## config.mk

```make
export PLATFORM = sky130hd
export DESIGN_NAME = slave_rx_port_flat
export DESIGN_NICKNAME = d
export VERILOG_FILES = /design/src/rtl/slave_rx_port_if.sv /design/src/rtl/slave_rx_port.sv /design/src/flat_wrapper.sv
export SDC_FILE = /design/constraint.sdc
export NUM_CORES = 1
export LEC_CHECK = 0
export CAP_MARGIN = 20
export CORE_AREA = 2 2 146 77
export CTS_BUF_LIST = sky130_fd_sc_hd__clkbuf_8
export DETAILED_ROUTE_END_ITERATION = 12
export DIE_AREA = 0 0 148 79
export GPL_ROUTABILITY_DRIVEN = 0
export PLACE_DENSITY = 0.66
export SLEW_MARGIN = 15
export SYNTH_ARGS = -nofsm -noshare
export SYNTH_HDL_FRONTEND = slang
export SYNTH_SLANG_ARGS = --single-unit
```

## constraint.sdc

```tcl
create_clock -name clk -period 2.45 [get_ports clk]
set_input_delay 0.245 -clock clk [delete_from_list [all_inputs] [get_ports clk]]
set_output_delay 0.245 -clock clk [all_outputs]
set_load 0.01 [all_outputs]
```

## src/rtl/slave_rx_port_if.sv

```systemverilog
// slave_rx_port_if: serial request/handshake bundle between a bus master and the slave receive port
interface slave_rx_port_if #(
    parameter int BURST_WIDTH = 12
);
    logic master_valid;
    logic slave_ready;
    logic read_en;
    logic write_en;
    logic rx_addr;
    logic rx_data;
    logic [BURST_WIDTH-1:0] burst_len;
    modport master (
        output master_valid, read_en, write_en, rx_addr, rx_data, burst_len,
        input  slave_ready
    );
    modport slave (
        input  master_valid, read_en, write_en, rx_addr, rx_data, burst_len,
        output slave_ready
    );
endinterface

```

## src/rtl/slave_rx_port.sv

```systemverilog
// slave_rx_port: deserialises LSB-first address/data and runs single or incrementing-burst beats toward slave memory
module slave_rx_port #(
    parameter int DATA_WIDTH  = 8,
    parameter int ADDR_WIDTH  = 12,
    parameter int BURST_WIDTH = 12
) (
    input  logic                   clk,
    input  logic                   reset,
    slave_rx_port_if.slave         bus,
    output logic [ADDR_WIDTH-1:0]  addr_out,
    output logic [DATA_WIDTH-1:0]  data_out,
    output logic                   wr_valid,
    output logic                   rd_req,
    output logic [BURST_WIDTH:0]   beat_count,
    output logic                   rx_done,
    output logic                   abort
);
    localparam int MW = (ADDR_WIDTH > DATA_WIDTH) ? ADDR_WIDTH : DATA_WIDTH;
    localparam int CW = $clog2(MW + 1);
    localparam logic [CW-1:0] A_LAST = CW'(ADDR_WIDTH - 1);
    localparam logic [CW-1:0] D_LAST = CW'(DATA_WIDTH - 1);
    localparam logic [CW-1:0] M_LAST = CW'(MW - 1);

    typedef enum logic [1:0] {IDLE, ADDR, WBURST, RBURST} state_t;

    state_t                 state, state_n;
    logic                   is_wr, is_wr_n;
    logic [BURST_WIDTH-1:0] blen, blen_n;
    logic [CW-1:0]          bit_cnt, bit_cnt_n;
    logic [ADDR_WIDTH-1:0]  addr_sr, addr_sr_n, addr_out_n;
    logic [DATA_WIDTH-1:0]  data_sr, data_sr_n, data_out_n;
    logic [BURST_WIDTH:0]   beat_n, beat_inc, total;
    logic                   ready, ready_n, wr_valid_n, rd_req_n, rx_done_n, abort_n;

    assign bus.slave_ready = ready;
    assign beat_inc = beat_count + 1'b1;
    assign total    = {1'b0, blen} + 1'b1;

    always_ff @(posedge clk or posedge reset) begin
        if (reset) begin
            state      <= IDLE;
            is_wr      <= 1'b0;
            blen       <= '0;
            bit_cnt    <= '0;
            addr_sr    <= '0;
            data_sr    <= '0;
            addr_out   <= '0;
            data_out   <= '0;
            beat_count <= '0;
            ready      <= 1'b0;
            wr_valid   <= 1'b0;
            rd_req     <= 1'b0;
            rx_done    <= 1'b0;
            abort      <= 1'b0;
        end else begin
            state      <= state_n;
            is_wr      <= is_wr_n;
            blen       <= blen_n;
            bit_cnt    <= bit_cnt_n;
            addr_sr    <= addr_sr_n;
            data_sr    <= data_sr_n;
            addr_out   <= addr_out_n;
            data_out   <= data_out_n;
            beat_count <= beat_n;
            ready      <= ready_n;
            wr_valid   <= wr_valid_n;
            rd_req     <= rd_req_n;
            rx_done    <= rx_done_n;
            abort      <= abort_n;
        end
    end

    always_comb begin
        state_n    = state;
        is_wr_n    = is_wr;
        blen_n     = blen;
        bit_cnt_n  = bit_cnt;
        addr_sr_n  = addr_sr;
        data_sr_n  = data_sr;
        addr_out_n = addr_out;
        data_out_n = data_out;
        beat_n     = beat_count;
        ready_n    = ready;
        wr_valid_n = 1'b0;
        rd_req_n   = 1'b0;
        rx_done_n  = 1'b0;
        abort_n    = 1'b0;
        if (state == IDLE) begin
            ready_n = 1'b1;
            if (ready && bus.master_valid && (bus.write_en || bus.read_en)) begin
                is_wr_n   = bus.write_en;
                blen_n    = bus.burst_len;
                beat_n    = '0;
                bit_cnt_n = '0;
                ready_n   = 1'b0;
                state_n   = ADDR;
            end
        end else if (!bus.master_valid) begin
            // abort wins over any beat completing on this edge; partial words are dropped
            abort_n = 1'b1;
            ready_n = 1'b1;
            state_n = IDLE;
        end else begin
            case (state)
                ADDR: begin
                    bit_cnt_n = bit_cnt + 1'b1;
                    if (bit_cnt <= A_LAST) addr_sr_n = ADDR_WIDTH'({bus.rx_addr, addr_sr} >> 1);
                    if (bit_cnt <= D_LAST) data_sr_n = DATA_WIDTH'({bus.rx_data, data_sr} >> 1);
                    if (bit_cnt == (is_wr ? M_LAST : A_LAST)) begin
                        bit_cnt_n  = '0;
                        addr_out_n = addr_sr_n;
                        data_out_n = is_wr ? data_sr_n : data_out;
                        beat_n     = (BURST_WIDTH+1)'(1);
                        wr_valid_n = is_wr;
                        rd_req_n   = !is_wr;
                        if (blen == '0) begin
                            rx_done_n = 1'b1;
                            ready_n   = 1'b1;
                            state_n   = IDLE;
                        end else begin
                            state_n = is_wr ? WBURST : RBURST;
                        end
                    end
                end
                WBURST: begin
                    bit_cnt_n = bit_cnt + 1'b1;
                    data_sr_n = DATA_WIDTH'({bus.rx_data, data_sr} >> 1);
                    if (bit_cnt == D_LAST) begin
                        bit_cnt_n  = '0;
                        addr_out_n = addr_out + 1'b1;
                        data_out_n = data_sr_n;
                        wr_valid_n = 1'b1;
                        beat_n     = beat_inc;
                        if (beat_inc == total) begin
                            rx_done_n = 1'b1;
                            ready_n   = 1'b1;
                            state_n   = IDLE;
                        end
                    end
                end
                RBURST: begin
                    addr_out_n = addr_out + 1'b1;
                    rd_req_n   = 1'b1;
                    beat_n     = beat_inc;
                    if (beat_inc == total) begin
                        rx_done_n = 1'b1;
                        ready_n   = 1'b1;
                        state_n   = IDLE;
                    end
                end
                default: state_n = IDLE;
            endcase
        end
    end
endmodule

```

## src/flat_wrapper.sv

```systemverilog
// flat-port wrapper written by rule: the top's interface ports become plain ports
module slave_rx_port_flat 
#(
    parameter int DATA_WIDTH  = 8,
    parameter int ADDR_WIDTH  = 12,
    parameter int BURST_WIDTH = 12
)
  (clk, reset, addr_out, data_out, wr_valid, rd_req, beat_count, rx_done, abort, bus_master_valid, bus_read_en, bus_write_en, bus_rx_addr, bus_rx_data, bus_burst_len, bus_slave_ready);
  slave_rx_port_if #(.BURST_WIDTH(BURST_WIDTH)) bus_i ();
  input  logic clk;
  input  logic reset;
  output logic [ADDR_WIDTH-1:0] addr_out;
  output logic [DATA_WIDTH-1:0] data_out;
  output logic wr_valid;
  output logic rd_req;
  output logic [BURST_WIDTH:0] beat_count;
  output logic rx_done;
  output logic abort;
  input wire logic [$bits(bus_i.master_valid)-1:0] bus_master_valid;
  input wire logic [$bits(bus_i.read_en)-1:0] bus_read_en;
  input wire logic [$bits(bus_i.write_en)-1:0] bus_write_en;
  input wire logic [$bits(bus_i.rx_addr)-1:0] bus_rx_addr;
  input wire logic [$bits(bus_i.rx_data)-1:0] bus_rx_data;
  input wire logic [$bits(bus_i.burst_len)-1:0] bus_burst_len;
  output wire logic [$bits(bus_i.slave_ready)-1:0] bus_slave_ready;
  assign bus_i.master_valid = bus_master_valid;
  assign bus_i.read_en = bus_read_en;
  assign bus_i.write_en = bus_write_en;
  assign bus_i.rx_addr = bus_rx_addr;
  assign bus_i.rx_data = bus_rx_data;
  assign bus_i.burst_len = bus_burst_len;
  assign bus_slave_ready = bus_i.slave_ready;
  slave_rx_port #(.DATA_WIDTH(DATA_WIDTH), .ADDR_WIDTH(ADDR_WIDTH), .BURST_WIDTH(BURST_WIDTH)) u_core (.clk(clk), .reset(reset), .bus(bus_i), .addr_out(addr_out), .data_out(data_out), .wr_valid(wr_valid), .rd_req(rd_req), .beat_count(beat_count), .rx_done(rx_done), .abort(abort));
endmodule
```

Yosys cells after proc, flatten, opt, wreduce, memory -nomap -nowiden --
Index checks and enable logic that the tools add are counted.
Cells by class: $add $sub $neg 4, $lt $le $gt $ge 2, eq/ne operators 16, muxes and demuxes 57, bitwise gates (word level) 1, reduce and logical (&&, ||, !) cells 20
Operators with widths (number):
- $mux 13 | 5
- $pmux 13 s3 | 1
- $mux 12 | 3
- $pmux 12 s3 | 1
- $mux 8 | 4
- $pmux 8 s2 | 2
- $mux 1 | 23
- $mux 4 | 5
- $mux 2 | 7
- $add 12x1->13 const B | 1
- $add 13x1->13 const B | 1
- $eq 13x13->1 | 1
- $add 12x1->12 const B | 1
- $logic_not 12->1 | 1
- $ne 4x2->1 const B | 3
- $reduce_and 3->1 | 4
- $reduce_and 5->1 | 2
- $pmux 4 s2 | 1
- $ne 2x1->1 const B | 3
- $ne 3x1->1 const B | 2
- $pmux 1 s3 | 2
- $pmux 2 s3 | 1
- $reduce_and 6->1 | 1
- $reduce_bool 3->1 | 2
- other kinds (19) | 23
Storage, ports and cells: bits in registers 77, bits of input ports 19, output and inout port bits 38

Longest topological paths before layout --
Gate-level depths: netlist (run 1).
word-level depth 7, depth in mapped cells 11, mapped depth without buffers 10

Worst setup path before layout (run 1) --
No wires, ideal clock.
path type register -> register, start point reg u_core.beat_count[0], end point reg u_core.state[1], arrival time 2468 ps, path slack -143 ps, stages on the path, launching flop included 11, path buffers 1, period minus slack after synthesis 2593 ps, cell sequence dfrtp_1 ha_1 clkbuf_1 nand4_1 nor2_1 xnor3_1 a221oi_1 and4_1 and3_4 o21ai_2 mux2_4
Between the ends: longest elaborated chain between the ends 7
RTL lines:
- start, declared | line slave_rx_port.sv:14 | output logic [BURST_WIDTH:0] beat_count,
- start signal, assigned | line slave_rx_port.sv:64 | beat_count <= beat_n;
- $add 13x1->13 * | line slave_rx_port.sv:36 | assign beat_inc = beat_count + 1'b1;
- $eq 13x13->1 * | line slave_rx_port.sv:134, slave_rx_port.sv:145
- $mux 2 *
- $mux 2
- $pmux 2 s3 *
- $mux 2 * (2 in series)
- end signal, assigned | line slave_rx_port.sv:56 | state <= state_n;
- end, declared | line slave_rx_port.sv:26 | state_t state, state_n;
Every way passes the cells marked *; elsewhere a longest branch is shown, timed or not. The select of a mux whose other input is x is not followed. A chain may end at the register's enable or synchronous reset.

Final worst setup path (run 1) --
start point reg u_core.beat_count[2], end point reg u_core.state[1]
The elaborated chain is that of the path after synthesis.

==> results of run 1 <==
## stage by stage
step / setup TNS, ns / cell area (sq um) / utilization / total power [mW]
detailed placement: -0.1715 / 5444 / 0.5165 / 5.001
global placement: -0.02229 / 5444 / 0.5165 / 4.896
global route: -0.3340 / 5727 / 0.5433 / 6.549
CTS: -0.01186 / 5702 / 0.5410 / 6.116
floorplan: -0.01243 / 4379 / - / 3.814
finish: -0.08974 / 5727 / 0.5433 / 6.152
## power by group
part	switching [mW]	internal (mW)	total (mW)
Combinational	1.38	1.50	2.87
Sequential	0.483	1.76	2.24
Clock	0.480	0.559	1.04
Total	2.34	3.81	6.15
## layer usage
metal	vias up	share of wire	global-route usage
li1	1810	-	-
met1	1844	0.51	0.3276
met2	170	0.39	0.2796
met3	15	0.098	0.08333
met4	0	0.0095	0.05048
met5	-	0	0
## path summary, 6_finish.rpt
check	startpoint	slack (ns)	to	cells past startpoint
max	u_core.beat_count[2]	-0.09	u_core.state[1]	8
min	reset	0.19	u_core.addr_out[6]	2
max reg2reg	u_core.beat_count[2]	-0.09	u_core.state[1]	8
min reg2reg	u_core.bit_cnt[0]	0.51	u_core.bit_cnt[0]	1
max in group asynchronous	reset	1.52	u_core.bit_cnt[0]	3
min in group clk	bus_burst_len[11]	0.49	u_core.blen[11]	2
## kinds of logic after synthesis
group           Yosys count  synth area share
compound gates          103            0.1473
flops                    77            0.4432
xor+xnor                 28           0.06273
mux                      49            0.1232
buf+inv                  33           0.02993
fa+ha+maj                 9           0.02590
simple gates            144            0.1678
## cell usage in the layout, fill, tap and decap left out, drive strengths merged, types with 7 or more instances in the layout
| cell | synthesis | final |
|---|---|---|
| nor2 | 36 | 36 |
| buf | 6 | 62 |
| xor2 | 12 | 12 |
| xnor2 | 14 | 14 |
| clkdlybuf4s50 | 0 | 56 |
| inv | 10 | 10 |
| nand3 | 23 | 23 |
| mux2i | 16 | 16 |
| clkbuf | 17 | 9 |
| a21oi | 26 | 26 |
| dfrtp | 77 | 77 |
| o21ai | 41 | 41 |
| ha | 9 | 9 |
| nand2 | 39 | 39 |
| nand4 | 7 | 7 |
| mux2 | 33 | 33 |
## critical path, stage by stage, from the launching register on
cell and delay (ns):
sky130_fd_sc_hd__dfrtp_1 0.44, sky130_fd_sc_hd__nand3_4 0.12, sky130_fd_sc_hd__or4_4 0.58, sky130_fd_sc_hd__and2_4 0.18, sky130_fd_sc_hd__a221oi_2 0.27, sky130_fd_sc_hd__and4_4 0.28, sky130_fd_sc_hd__and3_4 0.20, sky130_fd_sc_hd__o21ai_2 0.07
sky130_fd_sc_hd__mux2_4 0.31
## sequential cells by signal, indices dropped and copies added (netlist names)
signal and count:
u_core.rd_req 1, u_core.state 2, u_core.rx_done 1, u_core.blen 12, u_core.is_wr 1, u_core.addr_out 12, u_core.wr_valid 1, u_core.addr_sr 12
u_core.bus.slave_ready 1, u_core.beat_count 13, u_core.abort 1, u_core.data_sr 8, u_core.data_out 8, u_core.bit_cnt 4
## what timing repair did
action                                  CTS  global route
gates resized for setup                   9             7
hold endpoints to repair                  0             0
setup buffers                             3             1
pin swaps                                 4             1
hold buffers                              0             0
endpoints found under the setup margin    2            10
## layout make-up
cell class                      instances  area, sq um
Clock buffer                            9        123.9
Tap cell                              145        181.4
Multi-Input combinational cell        333         2346
Inverter                               10        37.54
Timing Repair Buffer                  118         1026
Sequential cell                        77         1934
Clock inverter                          5        77.57
Fill cell                             912         4813
==> results.md, run 1 <==
- Area share of the largest cell type after synthesis: 0.4432
- Via count: 3839
- Die outline width: 148 um
- Number of placement rows: 27
- Number of unique standard cell types used by synthesis: 54
- Maximum clock frequency: 393.7 MHz
- Total DRC errors in the routed layout: 0
- Number of hold violations in the final report: 0
- Total congestion overflow after global routing: 0
- Pwr dens: 1074 mW/mm^2
- Clock-pin slew of the registers on the worst-case setup and hold paths: 0.08 ns
- Number of instances in the synthesized netlist: 443
- Worst hold margin: 0.1901 ns
- Total wirelength of the detailed-routed design: 11940 um
- Relative area change from synthesis to final layout: 31.71%
- Number of flops mapped to enable cells by yosys: 0
- Total CTS buffers: 9
- Finished Layout Cells: 697
- Number of sinks driven by the clock tree: 77
- Peak supply drop: 0.4381 mV
- Number of nets in the synthesized netlist: 471
- Clock tree skew after final layout: 0.009692 ns
- Initial standard-cell utilization of the core: 0.4125
- Sequential cell area fraction in the yosys report: 0.4432
- Post-detailed-route count of antenna-violating nets: 0
- Setup Slack @ Placement: -0.1374 ns
- Dominant register cell in the synthesized netlist: sky130_fd_sc_hd__dfrtp_1
- Max_slew headroom: 0.6405
- Via count of the first global-routing pass: 3635
- Pin count of the biggest net entering global routing: 31
- Highest fanout seen on the critical path: 4
- H-tree levels: 3
- Post-Synthesis Mean Instance Area: 9.815 sq um
- Top-level I/O count: 57
- Final critical-path setup slack: -0.08974 ns
- Share of cells above drive strength 1: 0.2482
- Area of the die: 0.01169 sq mm
- Worst-margin pin slew: 0.5380 ns
- Most frequent cell after synthesis: sky130_fd_sc_hd__dfrtp_1
- Tot GR Track Use: 0.2148
- Largest buffer count on any clock path: 2
- Crit path DAT: 2.79 ns
- Flip-flop and latch count after synthesis: 77
- YS warnings: 0
- Unrepaired setup endpoints after global routing: yes
- Clock latency on the worst-skew pair: 0.36 ns
- I/O Buffers: 56
- Pre-Repair DR Iteration Count: 5
- Standby leakage power: 2.500 nW
- Area inside the core boundary: 0.01054 sq mm
- Number of max-slew violations in the final report: 0
- Avg WL per Cell: 17.13 um
- Failing checks: setup timing
- Outcome: complete, but fails checks
- Root Buffer Master: sky130_fd_sc_hd__clkbuf_8
- Synth area leaders: sky130_fd_sc_hd__dfrtp_1 44%, sky130_fd_sc_hd__mux2_2 8.3%, sky130_fd_sc_hd__o21ai_0 4.4%
- Initial antenna violation count: 0
- Final critical path time including I/O delays and setup: 2.540 ns
- Syn Std Cell Area: 0.004348 sq mm
- DP Wirelength: 9050 um
- Library cell occupying the most area in the post-synthesis netlist: sky130_fd_sc_hd__dfrtp_1
- CTS tree: built
- Kind of end point of the critical path: flop
- Diode insertion count for antenna repair: 0
- Worst hold-check path type: in2async
- Required time at the worst-slack endpoint: 2.70 ns
- Crit path kind: reg2reg
- Average via count per standard cell: 5.508
- Vertical die dimension: 79 um
- Category of the worst setup path launch point: flop
- Post-layout nets: 577
- Most used standard cells in the synthesized netlist: 77 x sky130_fd_sc_hd__dfrtp_1, 39 x sky130_fd_sc_hd__nand2_1, 38 x sky130_fd_sc_hd__o21ai_0
- Total setup violations reported at the end of the flow: 1
- Drt first-iter violations: 405
- Number of max-capacitance violations reported: 0
- Async set-reset flop share out of synthesis: 1.000
- Global-route wire length before repair: 19310 um
- Placed insts: 679
- Final critical-path share of the clock period: 1.037
Note: power is estimated with default switching activity, not from simulation.
==> inputs of run 2 (changes only) <==
--- a/config.mk
+++ b/config.mk
@@ -6,12 +6,15 @@
 export NUM_CORES = 1
 export LEC_CHECK = 0
 export CAP_MARGIN = 20
-export CORE_AREA = 2 2 146 77
+export CELL_PAD_IN_SITES_DETAIL_PLACEMENT = 0
+export CELL_PAD_IN_SITES_GLOBAL_PLACEMENT = 2
+export CORE_AREA = 2 2 166 87
 export CTS_BUF_LIST = sky130_fd_sc_hd__clkbuf_8
+export CTS_CLUSTER_SIZE = 30
 export DETAILED_ROUTE_END_ITERATION = 12
-export DIE_AREA = 0 0 148 79
+export DIE_AREA = 0 0 168 89
 export GPL_ROUTABILITY_DRIVEN = 0
-export PLACE_DENSITY = 0.66
+export PLACE_DENSITY_LB_ADDON = 0.1
 export SLEW_MARGIN = 15
 export SYNTH_ARGS = -nofsm -noshare
 export SYNTH_HDL_FRONTEND = slang
==> run 2 against run 1 <==
  * Sequential share of layout area down 0.67 points
  * The flow now finishes without violations
  * Core utilization down 11 points
  * Non-clock buffer count up 4
  * Clock skew up 0.0052 ns
  * Critical path depth unchanged
  * Highest routed layer unchanged
  * Clock power down 10%
  * Fmax up 3.9%
  * Cell area up 1.9%
  * Total power down 1.8%
  * Wire length up 0.10%
  * Largest power group unchanged
  * Worst setup slack better by 0.095 ns
  * Via count down 3.8%
==> results.md, run 2 (synthesized netlist as in run 1, its figures left out) <==
- Outcome: finished clean
- Finished Layout Cells: 734
- H-tree levels: 3
- Total congestion overflow after global routing: 0
- Avg WL per Cell: 16.28 um
- Required time at the worst-slack endpoint: 2.70 ns
- P_sw: 2.365 mW
- Slowest-stage cell, CP: sky130_fd_sc_hd__dfrtp_1
- Via count: 3693
- Global-route wire length before repair: 19810 um
- DP Wirelength: 9114 um
- Clock latency on the worst-skew pair: 0.37 ns
- Most common cell after layout, fill and taps aside: sky130_fd_sc_hd__dfrtp_1
- Fraction of power consumed by sequential logic: 0.364
- Initial antenna violation count: 0
- Via count of the first global-routing pass: 3701
- Worst reg2reg path depth: 8
- Relative area change from synthesis to final layout: 34.27%
- Clock-pin slew of the registers on the worst-case setup and hold paths: 0.10 ns
- Placed insts: 715
- Top-level I/O count: 57
- Max_slew headroom: 0.6431
- Die outline width: 168 um
- Peak supply drop: 0.2603 mV
- Number of max-capacitance violations reported: 0
- CTS tree: built
- Worst hold margin: 0.09819 ns
- Crit path DAT: 2.70 ns
- Worst hold-check path type: in2async
- Area inside the core boundary: 0.01333 sq mm
- Number of placement rows: 30
- Tot GR Track Use: 0.1716
- Reg2reg start: u_core.beat_count[7]
- I/O Buffers: 56
- Number of sinks driven by the clock tree: 77
- Maximum clock frequency: 409.0 MHz
- Most frequent cells in the layout: 72 x sky130_fd_sc_hd__dfrtp_1, 65 x sky130_fd_sc_hd__buf_4, 56 x sky130_fd_sc_hd__clkdlybuf4s50_1
- Post-detailed-route count of antenna-violating nets: 0
- Post-route cell area: 0.005838 sq mm
- Crit-path cells: xor2_1, or3_4, a211o_1, a221oi_2, and4_1, and3_4, o21ai_4, mux2_4
- Area of the die: 0.01495 sq mm
- Category of the worst setup path launch point: flop
- Unrepaired setup endpoints after global routing: yes
- Number of max-slew violations in the final report: 0
- Reg2reg end: u_core.state[1]
- Initial standard-cell utilization of the core: 0.3263
- Drt first-iter violations: 207
- Worst-margin pin slew: 0.5341 ns
- Number of flip-flops under the largest register name: 13
- Post-route total power: 6.042 mW
- Delay of the slowest cell on the worst path: 0.41 ns
- Root Buffer Master: sky130_fd_sc_hd__clkbuf_8
- Share of total power in the clock network: 0.155
- Switching power as a share of total power: 0.3914
- Pin count of the biggest net entering global routing: 41
- Diode insertion count for antenna repair: 0
- Pwr dens: 1035 mW/mm^2
- Total CTS buffers: 9
- Highest fanout seen on the critical path: 3
- Hold buffer count at cts: 0
- Standby leakage power: 2.524 nW
- Worst reg2reg setup slack: 0.005 ns
- Share of cells above drive strength 1: 0.2599
- Total wirelength of the detailed-routed design: 11950 um
- Post-placement cell area: 0.005534 sq mm
- Clock tree skew after final layout: 0.01493 ns
- Crit path kind: reg2reg
- Most flops, register: u_core.beat_count
- Cell internal power dissipation: 3.677 mW
- Proportion of power drawn by combinational gates: 0.481
- Total DRC errors in the routed layout: 0
- Largest buffer count on any clock path: 2
- Final critical-path share of the clock period: 0.9979
- Vertical die dimension: 89 um
- Number of hold violations in the final report: 0
- Kind of end point of the critical path: flop
- Post-layout nets: 581
- Total setup violations reported at the end of the flow: 0
- Final critical path time including I/O delays and setup: 2.445 ns
- Average via count per standard cell: 5.031
- Pre-Repair DR Iteration Count: 4
[run 2: cell types whose count changed in the layout (fill, tap and decap cells not counted), sizes merged]
cell | previous run | this run
buf | 62 | 66
bufinv | 2 | 0
inv | 10 | 12
clkinv | 2 | 3
clkinvlp | 1 | 2
[run 2: stage by stage]
stage | setup TNS [ns] | utilization | setup WS, ns
floorplan | -0.01243 | - | -0.01243
global placement | 0 | 0.4153 | 0.0009306
detailed placement | -0.07275 | 0.4153 | -0.07275
CTS | 0 | 0.4319 | 0.01517
global route | -0.06338 | 0.4381 | -0.06338
finish | 0 | 0.4381 | 0.005062
[run 2: how the worst max path moves through the flow]
stage	start	to	cells past startpoint	slack, ns
global placement	u_core.beat_count[0]	u_core.state[1]	9	0.0009
detailed placement	u_core.beat_count[0]	u_core.state[1]	9	-0.07
global route	u_core.beat_count[7]	u_core.state[1]	8	-0.06
CTS	u_core.blen[1]	u_core.state[1]	10	0.02
floorplan	u_core.beat_count[3]	u_core.state[1]	9	-0.01
finish	u_core.beat_count[7]	u_core.state[1]	8	0.005
[run 2: final cells by class]
type                       count  area (sq um)
tap                          176         220.2
inverter                      10         38.79
multi-input combinational    333          2387
timing repair buffer         122          1069
fill                        1314          7487
clock inverter                 7         66.31
clock buffer                   9         123.9
sequential                    77          1933
[run 2: timing repair]
action	CTS	global route
pin swaps	4	7
endpoints found under the setup margin	1	2
resized for setup	3	17
buffers inserted	2	1
[run 2: power by group through the flow]
stage	logic [mW]	clock network (mW)	registers, mW
CTS	2.89	0.975	2.20
global route	3.20	1.04	2.30
floorplan	1.60	0	2.22
detailed placement	2.83	0	2.22
finish	2.91	0.936	2.20
global placement	2.83	0	2.22
[run 2: worst max-delay path: cells and delay by family (launching register included)]
family | cells | cell delay [ns]
DFF | 1 | 0.41
and+or+nand+nor | 3 | 0.87
muxes | 1 | 0.30
AOI/OAI and AO/OA | 3 | 0.56
xor gates and xnor gates | 1 | 0.18
[run 2: metal layers]
metal	track usage	up-vias	wire length, um	part of all wire
met1	0.2342	1791	5951	0.50
met5	0	-	0	0
met3	0.04205	11	450	0.038
li1	-	1821	-	-
met2	0.2780	70	5427	0.45
met4	0.04269	0	121	0.010
==> inputs of run 3 (changes only) <==
--- a/config.mk
+++ b/config.mk
@@ -7,12 +7,12 @@
 export LEC_CHECK = 0
 export CAP_MARGIN = 20
 export CELL_PAD_IN_SITES_DETAIL_PLACEMENT = 0
-export CELL_PAD_IN_SITES_GLOBAL_PLACEMENT = 2
-export CORE_AREA = 2 2 166 87
+export CELL_PAD_IN_SITES_GLOBAL_PLACEMENT = 1
+export CORE_AREA = 2 2 151 79
 export CTS_BUF_LIST = sky130_fd_sc_hd__clkbuf_8
 export CTS_CLUSTER_SIZE = 30
 export DETAILED_ROUTE_END_ITERATION = 12
-export DIE_AREA = 0 0 168 89
+export DIE_AREA = 0 0 153 81
 export GPL_ROUTABILITY_DRIVEN = 0
 export PLACE_DENSITY_LB_ADDON = 0.1
 export SLEW_MARGIN = 15
==> run 3 against run 2 <==
  * The flow now finishes with violations (setup timing)
  * Die area fell by 17%
  * Worst setup slack got worse by 0.081 ns
  * Global-route usage rose by 4.0 points
  * Combinational power rose by 4%
  * Highest routed layer unchanged
  * Clock-buffer cell count stayed put
  * Total power grew 6.7%
  * Critical path type unchanged
  * Non-clock buffer count increased by 6
  * Final cell count shrank 2.7%
  * Clock power grew 27%
  * First-iteration DRC count is 54% higher
  * Register-to-register slack got worse by 0.08 ns
  * Core utilization rose by 8.5 points
==> results.md, run 3 (synthesized netlist as in run 1, its figures left out) <==
- Most frequent cells in the layout: 73 x sky130_fd_sc_hd__dfrtp_1, 70 x sky130_fd_sc_hd__buf_4, 56 x sky130_fd_sc_hd__clkdlybuf4s50_1
- Total congestion overflow after global routing: 0
- Failing checks: setup timing
- Crit path DAT: 2.78 ns
- H-tree levels: 3
- Worst hold margin: 0.2401 ns
- Relative area change from synthesis to final layout: 36.14%
- Most common cell after layout, fill and taps aside: sky130_fd_sc_hd__dfrtp_1
- Post-route cell area: 0.005919 sq mm
- Clock-pin slew of the registers on the worst-case setup and hold paths: 0.09 ns
- Final critical path time including I/O delays and setup: 2.526 ns
- Worst reg2reg setup slack: -0.08 ns
- Total CTS buffers: 9
- Category of the worst setup path launch point: flop
- Standby leakage power: 2.602 nW
- Area inside the core boundary: 0.01132 sq mm
- Initial antenna violation count: 0
- Reg2reg end: u_core.state[1]
- Maximum clock frequency: 395.9 MHz
- Total DRC errors in the routed layout: 0
- Number of max-slew violations in the final report: 0
- Total wirelength of the detailed-routed design: 12460 um
- Share of cells above drive strength 1: 0.2695
- Area of the die: 0.01239 sq mm
- Via count of the first global-routing pass: 3614
- Diode insertion count for antenna repair: 0
- Number of placement rows: 28
- Pwr dens: 1089 mW/mm^2
- Final critical-path setup slack: -0.07585 ns
- Clock latency on the worst-skew pair: 0.36 ns
- Avg WL per Cell: 17.45 um
- Number of max-capacitance violations reported: 0
- Fill cell instance count of the final layout: 1038
- Tot GR Track Use: 0.2116
- Worst reg2reg path depth: 8
- Drt first-iter violations: 319
- Clock tree skew after final layout: 0.01398 ns
- Root Buffer Master: sky130_fd_sc_hd__clkbuf_8
- Number of flip-flops under the largest register name: 13
- Pre-Repair DR Iteration Count: 5
- Most flops, register: u_core.beat_count
- Required time at the worst-slack endpoint: 2.71 ns
- Unrepaired setup endpoints after global routing: yes
- Post-placement cell area: 0.005520 sq mm
- Peak supply drop: 0.4343 mV
- Post-detailed-route count of antenna-violating nets: 0
- Reg2reg start: u_core.blen[7]
- Largest buffer count on any clock path: 2
- Final critical-path share of the clock period: 1.031
- Post-layout nets: 587
- Global-route wire length before repair: 20040 um
- I/O Buffers: 56
- Kind of end point of the critical path: flop
- Vertical die dimension: 81 um
- Die outline width: 153 um
- Initial standard-cell utilization of the core: 0.3842
- Highest fanout seen on the critical path: 4
- Via count: 3784
- Total setup violations reported at the end of the flow: 1
- Number of hold violations in the final report: 0
- Worst hold-check path type: in2async
- Worst-margin pin slew: 0.5825 ns
- Average via count per standard cell: 5.300
- Number of sinks driven by the clock tree: 77
- Setup Slack @ Placement: -0.1248 ns
- Top-level I/O count: 57
- Final setup TNS: -0.07585 ns
- Crit path kind: reg2reg
- Max_slew headroom: 0.6107
- DP Wirelength: 9486 um
- Pin count of the biggest net entering global routing: 24
- Hold buffer count at cts: 0
- CTS tree: built
- Outcome: complete, but fails checks
-- run 3: cell count changes in the layout (fill, tap and decap cells not counted), moves of 2 or more --
cell,previous run,this run
sky130_fd_sc_hd__buf_4,65,70
sky130_fd_sc_hd__bufinv_16,0,3
sky130_fd_sc_hd__clkinvlp_4,2,0
sky130_fd_sc_hd__inv_6,3,1
sky130_fd_sc_hd__nor4_2,2,0
sky130_fd_sc_hd__o21ai_1,2,0
-- run 3: layout make-up --
class                      count  area, sq um  share of cell area
tap                          150        187.7             0.03171
clock inverter                 7        121.4             0.02050
sequential                    77         1932              0.3264
multi-input combinational    333         2391              0.4039
timing repair buffer         128         1126              0.1902
inverter                      10        37.54            0.006341
clock buffer                   9        123.9             0.02093
-- run 3: per-layer routing --
metal,GRT usage,vias up,routed length [um]
met5,0,-,0
met4,0.04352,0,101
met3,0.05603,12,755
met2,0.2565,104,4297
met1,0.3546,1832,7306
li1,-,1836,-
-- run 3: how the worst max path moves through the flow --
stage / from / to / slack (ns) / cells after the start
4_1_cts: u_core.beat_count[5] / u_core.state[1] / -0.04 / 8
2_1_floorplan: u_core.beat_count[3] / u_core.state[1] / -0.01 / 9
3_3_place_gp: u_core.beat_count[0] / u_core.state[1] / 0.003 / 9
5_1_grt: u_core.beat_count[3] / u_core.state[1] / -0.14 / 8
6_report: u_core.blen[7] / u_core.state[1] / -0.08 / 8
3_5_place_dp: u_core.blen[5] / u_core.state[1] / -0.12 / 8
-- run 3: timing repair --
action | 4_1_cts | 5_1_grt
setup endpoints to repair | 4 | 8
pin swaps | 6 | 9
resized for setup | 5 | 16
setup buffers | 6 | 2
-- run 3: report_power, final --
part	leakage (nW)	total, mW	internal [mW]	switching [mW]
Clock	0.124	1.19	0.682	0.512
Sequential	0.961	2.23	1.75	0.480
Combinational	1.52	3.02	1.61	1.41
-- run 3: stage by stage --
step / std cells / total power [mW] / utilization
global placement: 690 / 5.056 / 0.4878
CTS: 712 / 6.395 / 0.5150
global route: 714 / 6.891 / 0.5231
floorplan: 443 / 3.814 / -
finish: 714 / 6.445 / 0.5231
detailed placement: 690 / 5.100 / 0.4878
-- run 3: critical path: stages, from the launching register on --
cell and delay (ns):
sky130_fd_sc_hd__dfrtp_1 0.41, sky130_fd_sc_hd__xor2_1 0.21, sky130_fd_sc_hd__or3_1 0.35, sky130_fd_sc_hd__a211o_1 0.32, sky130_fd_sc_hd__a221oi_2 0.29, sky130_fd_sc_hd__and4_1 0.26, sky130_fd_sc_hd__and3_4 0.22, sky130_fd_sc_hd__o21ai_4 0.06
sky130_fd_sc_hd__mux2_4 0.31
